$ cat src/rtl/crc_frame_engine.sv
// crc_frame_engine: frame-aware, parameterised CRC generator.
// A valid/ready word stream delimited by sof/eof is folded into a CRC
// register; the finished CRC is presented on a held m_valid/m_ready handshake.
// Optional build macro CRC_FRAME_CHECK_EN adds m_crc_ok, a residue compare
// of the raw register at eof for receive-side checking of frames that carry
// their own CRC.
module crc_frame_engine #(
    parameter int          DATA_W      = 16,
    parameter int          CRC_W       = 32,
    parameter logic [31:0] POLY        = 32'h04C11DB7,
    parameter logic [31:0] INIT        = 32'h00000000,
    parameter logic [31:0] XOROUT      = 32'h00000000,
    parameter int          REFLECT_IN  = 0,
    parameter int          REFLECT_OUT = 0
`ifdef CRC_FRAME_CHECK_EN
    ,
    parameter logic [31:0] RESIDUE     = 32'h00000000
`endif
) (
    input  logic              clk,
    input  logic              rst,
    input  logic              s_valid,
    output logic              s_ready,
    input  logic [DATA_W-1:0] s_data,
    input  logic              s_sof,
    input  logic              s_eof,
    output logic              m_valid,
    input  logic              m_ready,
    output logic [CRC_W-1:0]  m_crc,
    output logic              err_proto,
    input  logic              err_clr,
`ifdef CRC_FRAME_CHECK_EN
    output logic              m_crc_ok,
`endif
    output logic [15:0]       frame_cnt
);

    localparam logic [CRC_W-1:0] POLY_C   = POLY[CRC_W-1:0];
    localparam logic [CRC_W-1:0] INIT_C   = INIT[CRC_W-1:0];
    localparam logic [CRC_W-1:0] XOROUT_C = XOROUT[CRC_W-1:0];

    typedef enum logic [1:0] {
        IDLE = 2'd0,
        RUN  = 2'd1,
        DONE = 2'd2
    } state_t;

    state_t            state, state_nxt;
    logic [CRC_W-1:0]  crc_r;
    logic [CRC_W-1:0]  crc_base;
    logic [CRC_W-1:0]  crc_next;
    logic              beat;
    logic              load;
    logic              fin;
    logic              err_set;
    logic              done_ack;

    // Fold one whole input word into the register, MSB first, in one cycle.
    function automatic logic [CRC_W-1:0] crc_word(
        input logic [CRC_W-1:0]  r_in,
        input logic [DATA_W-1:0] d_in
    );
        logic [CRC_W-1:0]  r;
        logic [DATA_W-1:0] d;
        logic              fb;
        r = r_in;
        for (int i = 0; i < DATA_W; i++)
            d[i] = (REFLECT_IN != 0) ? d_in[DATA_W-1-i] : d_in[i];
        for (int i = DATA_W - 1; i >= 0; i--) begin
            fb = r[CRC_W-1] ^ d[i];
            r  = (r << 1) ^ (fb ? POLY_C : {CRC_W{1'b0}});
        end
        return r;
    endfunction

    // Output transform applied once, when the frame closes.
    function automatic logic [CRC_W-1:0] crc_final(input logic [CRC_W-1:0] r_in);
        logic [CRC_W-1:0] r;
        for (int i = 0; i < CRC_W; i++)
            r[i] = (REFLECT_OUT != 0) ? r_in[CRC_W-1-i] : r_in[i];
        return r ^ XOROUT_C;
    endfunction

    // Handshake outputs are pure decodes of the registered state.
    assign s_ready = (state != DONE);
    assign m_valid = (state == DONE);
    assign beat    = s_valid & s_ready;

    // A sof word always starts from INIT, whether opening or restarting a frame.
    assign crc_base = s_sof ? INIT_C : crc_r;
    assign crc_next = crc_word(crc_base, s_data);

    // State register.
    always_ff @(posedge clk or posedge rst) begin
        if (rst) state <= IDLE;
        else     state <= state_nxt;
    end

    // Next-state and datapath strobes.
    always_comb begin
        state_nxt = state;
        load      = 1'b0;
        err_set   = 1'b0;
        done_ack  = 1'b0;
        case (state)
            IDLE: begin
                if (beat) begin
                    if (s_sof) begin
                        load      = 1'b1;
                        state_nxt = s_eof ? DONE : RUN;
                    end else begin
                        err_set   = 1'b1;
                    end
                end
            end
            RUN: begin
                if (beat) begin
                    load    = 1'b1;
                    err_set = s_sof;
                    if (s_eof) state_nxt = DONE;
                end
            end
            DONE: begin
                if (m_ready) begin
                    done_ack  = 1'b1;
                    state_nxt = IDLE;
                end
            end
            default: state_nxt = IDLE;
        endcase
    end

    assign fin = load & s_eof;

    // CRC register, held result, sticky error and frame counter.
    always_ff @(posedge clk or posedge rst) begin
        if (rst) begin
            crc_r     <= INIT_C;
            m_crc     <= '0;
            err_proto <= 1'b0;
            frame_cnt <= 16'h0000;
        end else begin
            if (load)     crc_r     <= crc_next;
            if (fin)      m_crc     <= crc_final(crc_next);
            if (done_ack) frame_cnt <= frame_cnt + 16'h0001;
            if (err_clr)      err_proto <= 1'b0;
            else if (err_set) err_proto <= 1'b1;
        end
    end

`ifdef CRC_FRAME_CHECK_EN
    localparam logic [CRC_W-1:0] RESIDUE_C = RESIDUE[CRC_W-1:0];

    // Residue compare on the raw register, captured alongside m_crc.
    always_ff @(posedge clk or posedge rst) begin
        if (rst)      m_crc_ok <= 1'b0;
        else if (fin) m_crc_ok <= (crc_next == RESIDUE_C);
    end
`endif

endmodule

$ cat config.mk
export PLATFORM = sky130hd
export DESIGN_NAME = crc_frame_engine
export DESIGN_NICKNAME = d
export VERILOG_FILES = /design/src/rtl/crc_frame_engine.sv
export SDC_FILE = /design/constraint.sdc
export NUM_CORES = 1
export LEC_CHECK = 0
export ABC_AREA = 1
export CAP_MARGIN = 20
export CORE_ASPECT_RATIO = 1.75
export CORE_MARGIN = 1.5
export CORE_UTILIZATION = 25
export DETAILED_ROUTE_END_ITERATION = 12
export GPL_TIMING_DRIVEN = 0
export PLACE_DENSITY_LB_ADDON = 0.25
export SLEW_MARGIN = 20
export SYNTH_ARGS = -nofsm -noshare
export SYNTH_HDL_FRONTEND = slang
export SYNTH_SLANG_ARGS = --single-unit
export TNS_END_PERCENT = 100
$ cat constraint.sdc
create_clock -name clk -period 5.15 [get_ports clk]
set_input_delay 1.545 -clock clk [delete_from_list [all_inputs] [get_ports clk]]
set_output_delay 1.545 -clock clk [all_outputs]
set_load 0.005 [all_outputs]
==> results of run 1 <==
## cell type report
cell class                 count  area share, %
multi-input combinational    701          47.95
clock inverter                 6         0.7151
tap                          308          5.122
clock buffer                  10          3.176
buffer                        18          1.513
sequential                    83          27.61
timing repair buffer          74          10.08
inverter                      75          3.842
## registers in the layout, indices dropped and copies added (netlist names)
register,flops
m_crc,32
state,2
crc_r,32
frame_cnt,16
err_proto,1
## layout by cell type, fill, tap and decap left out, drive strengths merged, types with 2 or more instances in the layout
master	netlist	layout
nand2	466	466
nand3	109	109
dfrtp	83	83
inv	75	79
clkdlybuf4s50	0	73
xor2	53	53
o21ai	20	20
nor2	18	18
clkbuf	8	18
xnor2	15	15
buf	10	11
nand3b	5	5
a21oi	3	3
or2	2	2
nor3b	2	2
nand4	2	2
## cells by family after synthesis
group / after synthesis / synth area share, %
adder cells (fa/ha/maj): 1 / 0.2057
flip-flops: 83 / 34.15
AO/OA/AOI/OAI: 25 / 2.119
AND/OR/NAND/NOR: 606 / 46.02
buffers and inverters: 93 / 6.542
multiplexers: 1 / 0.1851
XOR/XNOR: 68 / 10.78
## worst max-delay path: stages
cell                              delay, ns
sky130_fd_sc_hd__clkdlybuf4s50_1       0.67
sky130_fd_sc_hd__inv_4                 0.22
sky130_fd_sc_hd__buf_6                 0.21
sky130_fd_sc_hd__nand3_2               0.12
sky130_fd_sc_hd__nand2_4               0.17
sky130_fd_sc_hd__inv_2                 0.10
sky130_fd_sc_hd__nand2_1               0.09
sky130_fd_sc_hd__nand2_2               0.14
sky130_fd_sc_hd__inv_2                 0.11
sky130_fd_sc_hd__nand3_2               0.09
sky130_fd_sc_hd__nand2_4               0.16
sky130_fd_sc_hd__inv_2                 0.12
sky130_fd_sc_hd__nand3_1               0.11
sky130_fd_sc_hd__nand2_2               0.12
sky130_fd_sc_hd__inv_2                 0.17
sky130_fd_sc_hd__nand2_1               0.09
sky130_fd_sc_hd__nand3_1               0.15
sky130_fd_sc_hd__nand2_1               0.07
## stage by stage
stage / util [%] / power, W
2_1_floorplan: - / 0.003216
3_3_place_gp: 30.08 / 0.004330
3_5_place_dp: 30.22 / 0.004346
4_1_cts: 31.44 / 0.005031
5_1_grt: 31.44 / 0.005413
6_report: 31.44 / 0.004991
## layer usage
metal | vias up | wire (microns)
met2 | 89 | 11730
met4 | 0 | 649
met3 | 26 | 600
met5 | - | 0
met1 | 2674 | 8045
li1 | 2896 | -
## final timing paths
check                              startpoint            end  slack (ns)
worst max-delay path                    s_sof       crc_r[5]        0.90
worst min-delay path            frame_cnt[15]  frame_cnt[15]        0.47
worst min register to register  frame_cnt[15]  frame_cnt[15]        0.47
max in group asynchronous                 rst      crc_r[21]        2.99
worst max register to register      crc_r[31]       crc_r[2]        2.68
min in group asynchronous                 rst   frame_cnt[5]        1.58
## power by group
part,switching [W],internal (W)
logic,0.00209,0.00113
clock network,0.000306,0.000350
registers,0.000202,0.000923
total,0.00259,0.00240
==> metrics.log, run 1 <==
INFO  metric p_leak = 3.912 nW
INFO  metric post-synth-top-area-cell = sky130_fd_sc_hd__dfrtp_1
INFO  metric grt_antenna_before_repair = 0
INFO  metric layout_worst_path_cycle_share = 82.46%
INFO  metric fp.dieArea = 0.02531 sq mm
INFO  metric finalWirelength = 21.03 mm
INFO  metric synthDistinctLibCells = 36
INFO  metric overflow = 0
INFO  metric worst-slew-pin-transition = 0.7295 ns
INFO  metric per_instance_average_area_after_synthesis = 6.935 sq um
INFO  metric htree_num_levels = 3
INFO  metric clk_pin_slew = 0.07 ns
INFO  metric finalWorstPathRequiredPeriod = 4.247 ns
INFO  metric hold_buffers = 0
INFO  metric cts_resized = 0
INFO  metric grt_most_used_layer = met2
INFO  metric multi_input_area = 0.003607 sq mm
INFO  metric clkLatencyLatePin = 0.35 ns
INFO  metric drtIter0Drc = 295
INFO  metric place_worst_setup_slack = 0.5173 ns
INFO  metric firstDrtPassIters = 5
INFO  metric worst_ep_required_time = 5.39 ns
INFO  metric ctsLongestPathBuffers = 2
INFO  metric cap_violations = 0
INFO  metric design.final.nets = 986
INFO  metric achievable-frequency = 0.2355 GHz
INFO  metric pin_count_of_the_biggest_net_entering_global_routing = 45
INFO  metric dr_total_vias = 5,685
INFO  metric drt_drc_violations_left = 0
INFO  metric synth_seq_cells = 83
INFO  metric rows = 75
INFO  metric cts_tree = yes
INFO  metric routed_via_density = 4.459
INFO  metric setup.worst_path.start_class = input pin
INFO  metric cts.sink_count = 83
INFO  metric unrepaired_setup_endpoints_after_global_routing = no
INFO  metric power-per-cell-area = 663.4 mW/mm^2
INFO  metric die_width = 120.9 microns
INFO  metric totalNegativeSetupSlack = 0 ns
INFO  metric avgRoutedWirePerCell = 16.49 microns
INFO  metric ys.flop_type = sky130_fd_sc_hd__dfrtp_1
INFO  metric cts_setup_buffers = 0
INFO  metric syn-cell-area = 0.006082 sq mm
INFO  metric timing.final.setup_violations = 0
INFO  metric instances_no_fill = 1,275
INFO  metric critical_path.endpoint_type = flip-flop
INFO  metric cts_made_buffers = 9
INFO  metric worstHoldPathCells = 1
INFO  metric yosys-top-cells-count = sky130_fd_sc_hd__nand2_1, sky130_fd_sc_hd__nand3_1, sky130_fd_sc_hd__dfrtp_1
INFO  metric cts-root-buf = sky130_fd_sc_hd__clkbuf_16
INFO  metric synth_most_common_cell = sky130_fd_sc_hd__nand2_1
INFO  metric cp_max_fo = 10
INFO  metric chip_height = 209.3 microns
INFO  metric ant_nets = 0
INFO  metric synth-async-reset-ratio = 100.0%
INFO  metric dpl_cell_area = 0.007231 sq mm
INFO  metric starting_density = 25.42%
INFO  metric synth_enable_flop_cells = 0
INFO  metric seq_area_frac_synth = 34.15%
INFO  metric syn_to_final_growth = 23.70%
INFO  metric global_route_wire_length_before_repair = 32.30 mm
INFO  metric first_global_vias = 5,653
INFO  metric flip_flop_and_latch_area = 0.002077 sq mm
INFO  metric postLayoutCellArea = 0.007523 sq mm
INFO  metric global_routing_usage_on_met2 = 33.29%
INFO  metric fillCellCount = 2,626
INFO  metric status = complete, no violations
INFO  metric globalplace.congestion = 0.9394
INFO  metric synthesis.instances = 877
INFO  metric criticalPathCategory = input pin to flip-flop
INFO  metric synth_top_area_share = 34.15%
INFO  metric post_route_cells_drive_above_1_share = 13.65%
INFO  metric antenna_diode_count = 0
INFO  metric worst_ir_drop_on_vdd = 0.2260 mV
INFO  metric fp.coreArea = 0.02393 sq mm
INFO  metric worst_hold_slack = 0.4737 ns
INFO  metric place_hpwl = 16.73 mm
INFO  metric dp.cells = 1,259
INFO  metric hold_class = flip-flop to flip-flop
INFO  metric max-slew-margin-rel = 51.37%
INFO  metric syn_nets = 901
INFO  metric top_level_ports = 74
INFO  metric r2r.worst_path.cells = 13
INFO  metric yosysWarnings = 0
INFO  metric ys_top_cells_by_area = sky130_fd_sc_hd__dfrtp_1, sky130_fd_sc_hd__nand2_1, sky130_fd_sc_hd__nand3_1
INFO  metric met3_usage = 2.337%
INFO  metric io_buffer_count = 73
INFO  metric hold_viol = 0
INFO  metric setup_skew_after_layout = 0.01252 ns
INFO  metric grtUsageTotal = 17.18%
INFO  metric grt.met1_usage = 18.21%
INFO  metric final.setup.worst_slack = 0.9031 ns
INFO  metric timing.critical_path.arrival = 4.48 ns
INFO  metric final-max-slew-violation-count = 0
No activity file was read; power rests on OpenSTA's default activity.
==> inputs of run 2 (changes only) <==
==> constraint.sdc (replaced) <==
create_clock -name clk -period 4.4 [get_ports clk]
set_input_delay 1.32 -clock clk [delete_from_list [all_inputs] [get_ports clk]]
set_output_delay 1.32 -clock clk [all_outputs]
set_load 0.005 [all_outputs]
==> results of run 2 <==
The final DEF is identical to that of run 1. Status: complete, no violations.
Main changes from that run: setup slack after placement 0.5173 ns -> -0.007680 ns; setup slack after layout 0.9031 ns -> 0.3781 ns; register-to-register setup slack 2.68 ns -> 1.93 ns; total power 0.004991 W -> 0.005842 W; worst IR drop on VDD 0.2260 mV -> 0.2645 mV
==> inputs of run 3 (changes only) <==
--- a/config.mk
+++ b/config.mk
@@ -9,7 +9,7 @@
 export CAP_MARGIN = 20
 export CORE_ASPECT_RATIO = 1.75
 export CORE_MARGIN = 1.5
-export CORE_UTILIZATION = 25
+export CORE_UTILIZATION = 57
 export DETAILED_ROUTE_END_ITERATION = 12
 export GPL_TIMING_DRIVEN = 0
 export PLACE_DENSITY_LB_ADDON = 0.25
==> metrics.log, run 3 (synthesized netlist as in run 1, its figures left out) <==
INFO  metric finalWorstPathRequiredPeriod = 3.944 ns
INFO  metric hold_class = flip-flop to flip-flop
INFO  metric power.switching_fraction = 51.49%
INFO  metric p_leak = 3.919 nW
INFO  metric hold_viol = 0
INFO  metric place_worst_setup_slack = 0.2241 ns
INFO  metric power.share.clock = 13.2%
INFO  metric place_hpwl = 13.99 mm
INFO  metric layout_worst_path_cycle_share = 89.64%
INFO  metric setup_skew_after_layout = 0.01419 ns
INFO  metric design.final.nets = 986
INFO  metric grtUsageTotal = 34.58%
INFO  metric power-per-cell-area = 797.1 mW/mm^2
INFO  metric htree_num_levels = 3
INFO  metric syn_to_final_growth = 19.98%
INFO  metric final.setup.worst_slack = 0.4560 ns
INFO  metric post_route_cells_drive_above_1_share = 13.65%
INFO  metric criticalPathCategory = input pin to flip-flop
INFO  metric share_seq_of_total_power = 22.5%
INFO  metric final-max-slew-violation-count = 0
INFO  metric drtIter0Drc = 474
INFO  metric worst_hold_slack = 0.4794 ns
INFO  metric cts-root-buf = sky130_fd_sc_hd__clkbuf_16
INFO  metric firstDrtPassIters = 9
INFO  metric first_global_vias = 5,706
INFO  metric io_buffer_count = 73
INFO  metric worst-slew-pin-transition = 0.7057 ns
INFO  metric clk_pin_slew = 0.07 ns
INFO  metric design_internal_power = 0.002822 W
INFO  metric worst_ir_drop_on_vdd = 0.4310 mV
INFO  metric fp.coreArea = 0.01036 sq mm
INFO  metric layout_commonest_cell = sky130_fd_sc_hd__nand2_1
INFO  metric dpl_cell_area = 0.007002 sq mm
INFO  metric unrepaired_setup_endpoints_after_global_routing = no
INFO  metric top_level_ports = 74
INFO  metric chip_height = 139.7 microns
INFO  metric pin_count_of_the_biggest_net_entering_global_routing = 47
INFO  metric dr_total_vias = 5,983
INFO  metric power.combinational.fraction = 64.3%
INFO  metric timing.final.setup_violations = 0
INFO  metric critical_path.endpoint_type = flip-flop
INFO  metric drt_drc_violations_left = 0
INFO  metric mostFrequentLayoutCells = sky130_fd_sc_hd__nand2_1, sky130_fd_sc_hd__nand3_1, sky130_fd_sc_hd__dfrtp_1, sky130_fd_sc_hd__clkdlybuf4s50_1, sky130_fd_sc_hd__inv_1
INFO  metric largestRegisters = crc_r (32), m_crc (32), frame_cnt (16)
INFO  metric rows = 49
INFO  metric finalWirelength = 18.51 mm
INFO  metric timing.critical_path.arrival = 4.16 ns
INFO  metric worst_ep_required_time = 4.61 ns
INFO  metric routed_via_density = 5.469
INFO  metric dp.cells = 1,078
INFO  metric antenna_diode_count = 0
INFO  metric cp_max_fo = 10
INFO  metric crit_path_frequent_cell = sky130_fd_sc_hd__nand2_1
INFO  metric max-slew-margin-rel = 52.95%
INFO  metric overflow = 0
INFO  metric setup.worst_path.start_class = input pin
INFO  metric fp.dieArea = 0.01132 sq mm
INFO  metric critPathSlowestCell = sky130_fd_sc_hd__clkdlybuf4s50_1
INFO  metric clkLatencyLatePin = 0.35 ns
INFO  metric ctsLongestPathBuffers = 2
INFO  metric power_switching = 0.002995 W
INFO  metric grt_antenna_before_repair = 0
INFO  metric cts_setup_buffers = 0
INFO  metric postLayoutCellArea = 0.007297 sq mm
INFO  metric ant_nets = 0
INFO  metric status = complete, no violations
INFO  metric cts_tree = yes
INFO  metric hold_buffers = 0
INFO  metric die_width = 81.09 microns
INFO  metric slowest_delay = 0.67 ns
INFO  metric cts.sink_count = 83
INFO  metric cap_violations = 0
INFO  metric starting_density = 58.70%
INFO  metric globalplace.congestion = 0.9880
INFO  metric achievable-frequency = 0.2536 GHz
INFO  metric global_route_wire_length_before_repair = 28.91 mm
INFO  metric fillCellCount = 873
INFO  metric instances_no_fill = 1,094
INFO  metric avgRoutedWirePerCell = 16.91 microns
INFO  metric cts_made_buffers = 9
INFO  metric timing.critical_path.cells = clkdlybuf4s50_1, inv_4, buf_6, nand3_2, nand2_4, inv_2, nand2_1, nand2_2, inv_2, nand2_1, nand2_1, xor2_1, xor2_1, o21ai_0
INFO  metric cts_resized = 0
==> run 3: cell count changes in the layout (fill, tap and decap cells not counted), sizes merged <==
| cell | before | now |
|---|---|---|
| clkinvlp | 1 | 0 |
| inv | 79 | 78 |
| clkinv | 1 | 2 |
| clkbuf | 18 | 19 |
==> run 3: power by group through the flow <==
stage / Clock, W / Combinational [W] / Sequential (W)
final: 0.000769 / 0.00374 / 0.00131
after global routing: 0.000793 / 0.00409 / 0.00133
after global placement: 0 / 0.00358 / 0.00131
after CTS: 0.000767 / 0.00367 / 0.00130
after detailed placement: 0 / 0.00363 / 0.00131
after floorplan: 0 / 0.00249 / 0.00128
==> run 3: per-layer routing <==
layer,GRT usage [%],vias to the layer above,part of all wire (%)
met5,0,-,0
met4,22.69,0,6.8
met3,5.377,77,6.5
met2,57.54,272,49
met1,39.90,2738,38
li1,-,2896,-
==> run 3: path summary, 6_finish.rpt <==
path                       cells after the start       endpoint     startpoint  slack (ns)
max                                           14      m_crc[21]          s_sof        0.46
min                                            1  frame_cnt[15]  frame_cnt[15]        0.48
max reg2reg                                    9  frame_cnt[13]       state[0]        2.03
min reg2reg                                    1  frame_cnt[15]  frame_cnt[15]        0.48
max in group asynchronous                      3      crc_r[28]            rst        2.44
min in group asynchronous                      2      crc_r[16]            rst        1.36
==> run 3: final cells by class <==
| type | instances | area, sq um | share of cell area [%] |
|---|---|---|---|
| Timing Repair Buffer | 74 | 758.2 | 10.39 |
| Tap cell | 127 | 158.9 | 2.178 |
| Sequential cell | 83 | 2077 | 28.46 |
| Inverter | 75 | 286.5 | 3.927 |
| Clock inverter | 5 | 42.54 | 0.5830 |
| Clock buffer | 11 | 252.7 | 3.464 |
| Buffer | 18 | 113.9 | 1.560 |
| Multi-Input combinational cell | 701 | 3607 | 49.43 |
==> run 3: worst max-delay path: cells and delay by family <==
kind / cells / cell delay (ns)
AO/OA/AOI/OAI: 1 / 0.11
XOR/XNOR: 2 / 0.72
buffers and inverters: 5 / 1.28
AND/OR/NAND/NOR: 6 / 0.72
==> run 3: per-stage QoR <==
step                      setup TNS, ns  power, W  util [%]
after global routing                  0  0.006215     70.43
after floorplan                       0  0.003764         -
after CTS                             0  0.005735     70.43
after detailed placement              0  0.004940     67.58
after global placement           -32.87  0.004889     67.29
final                                 0  0.005817     70.43
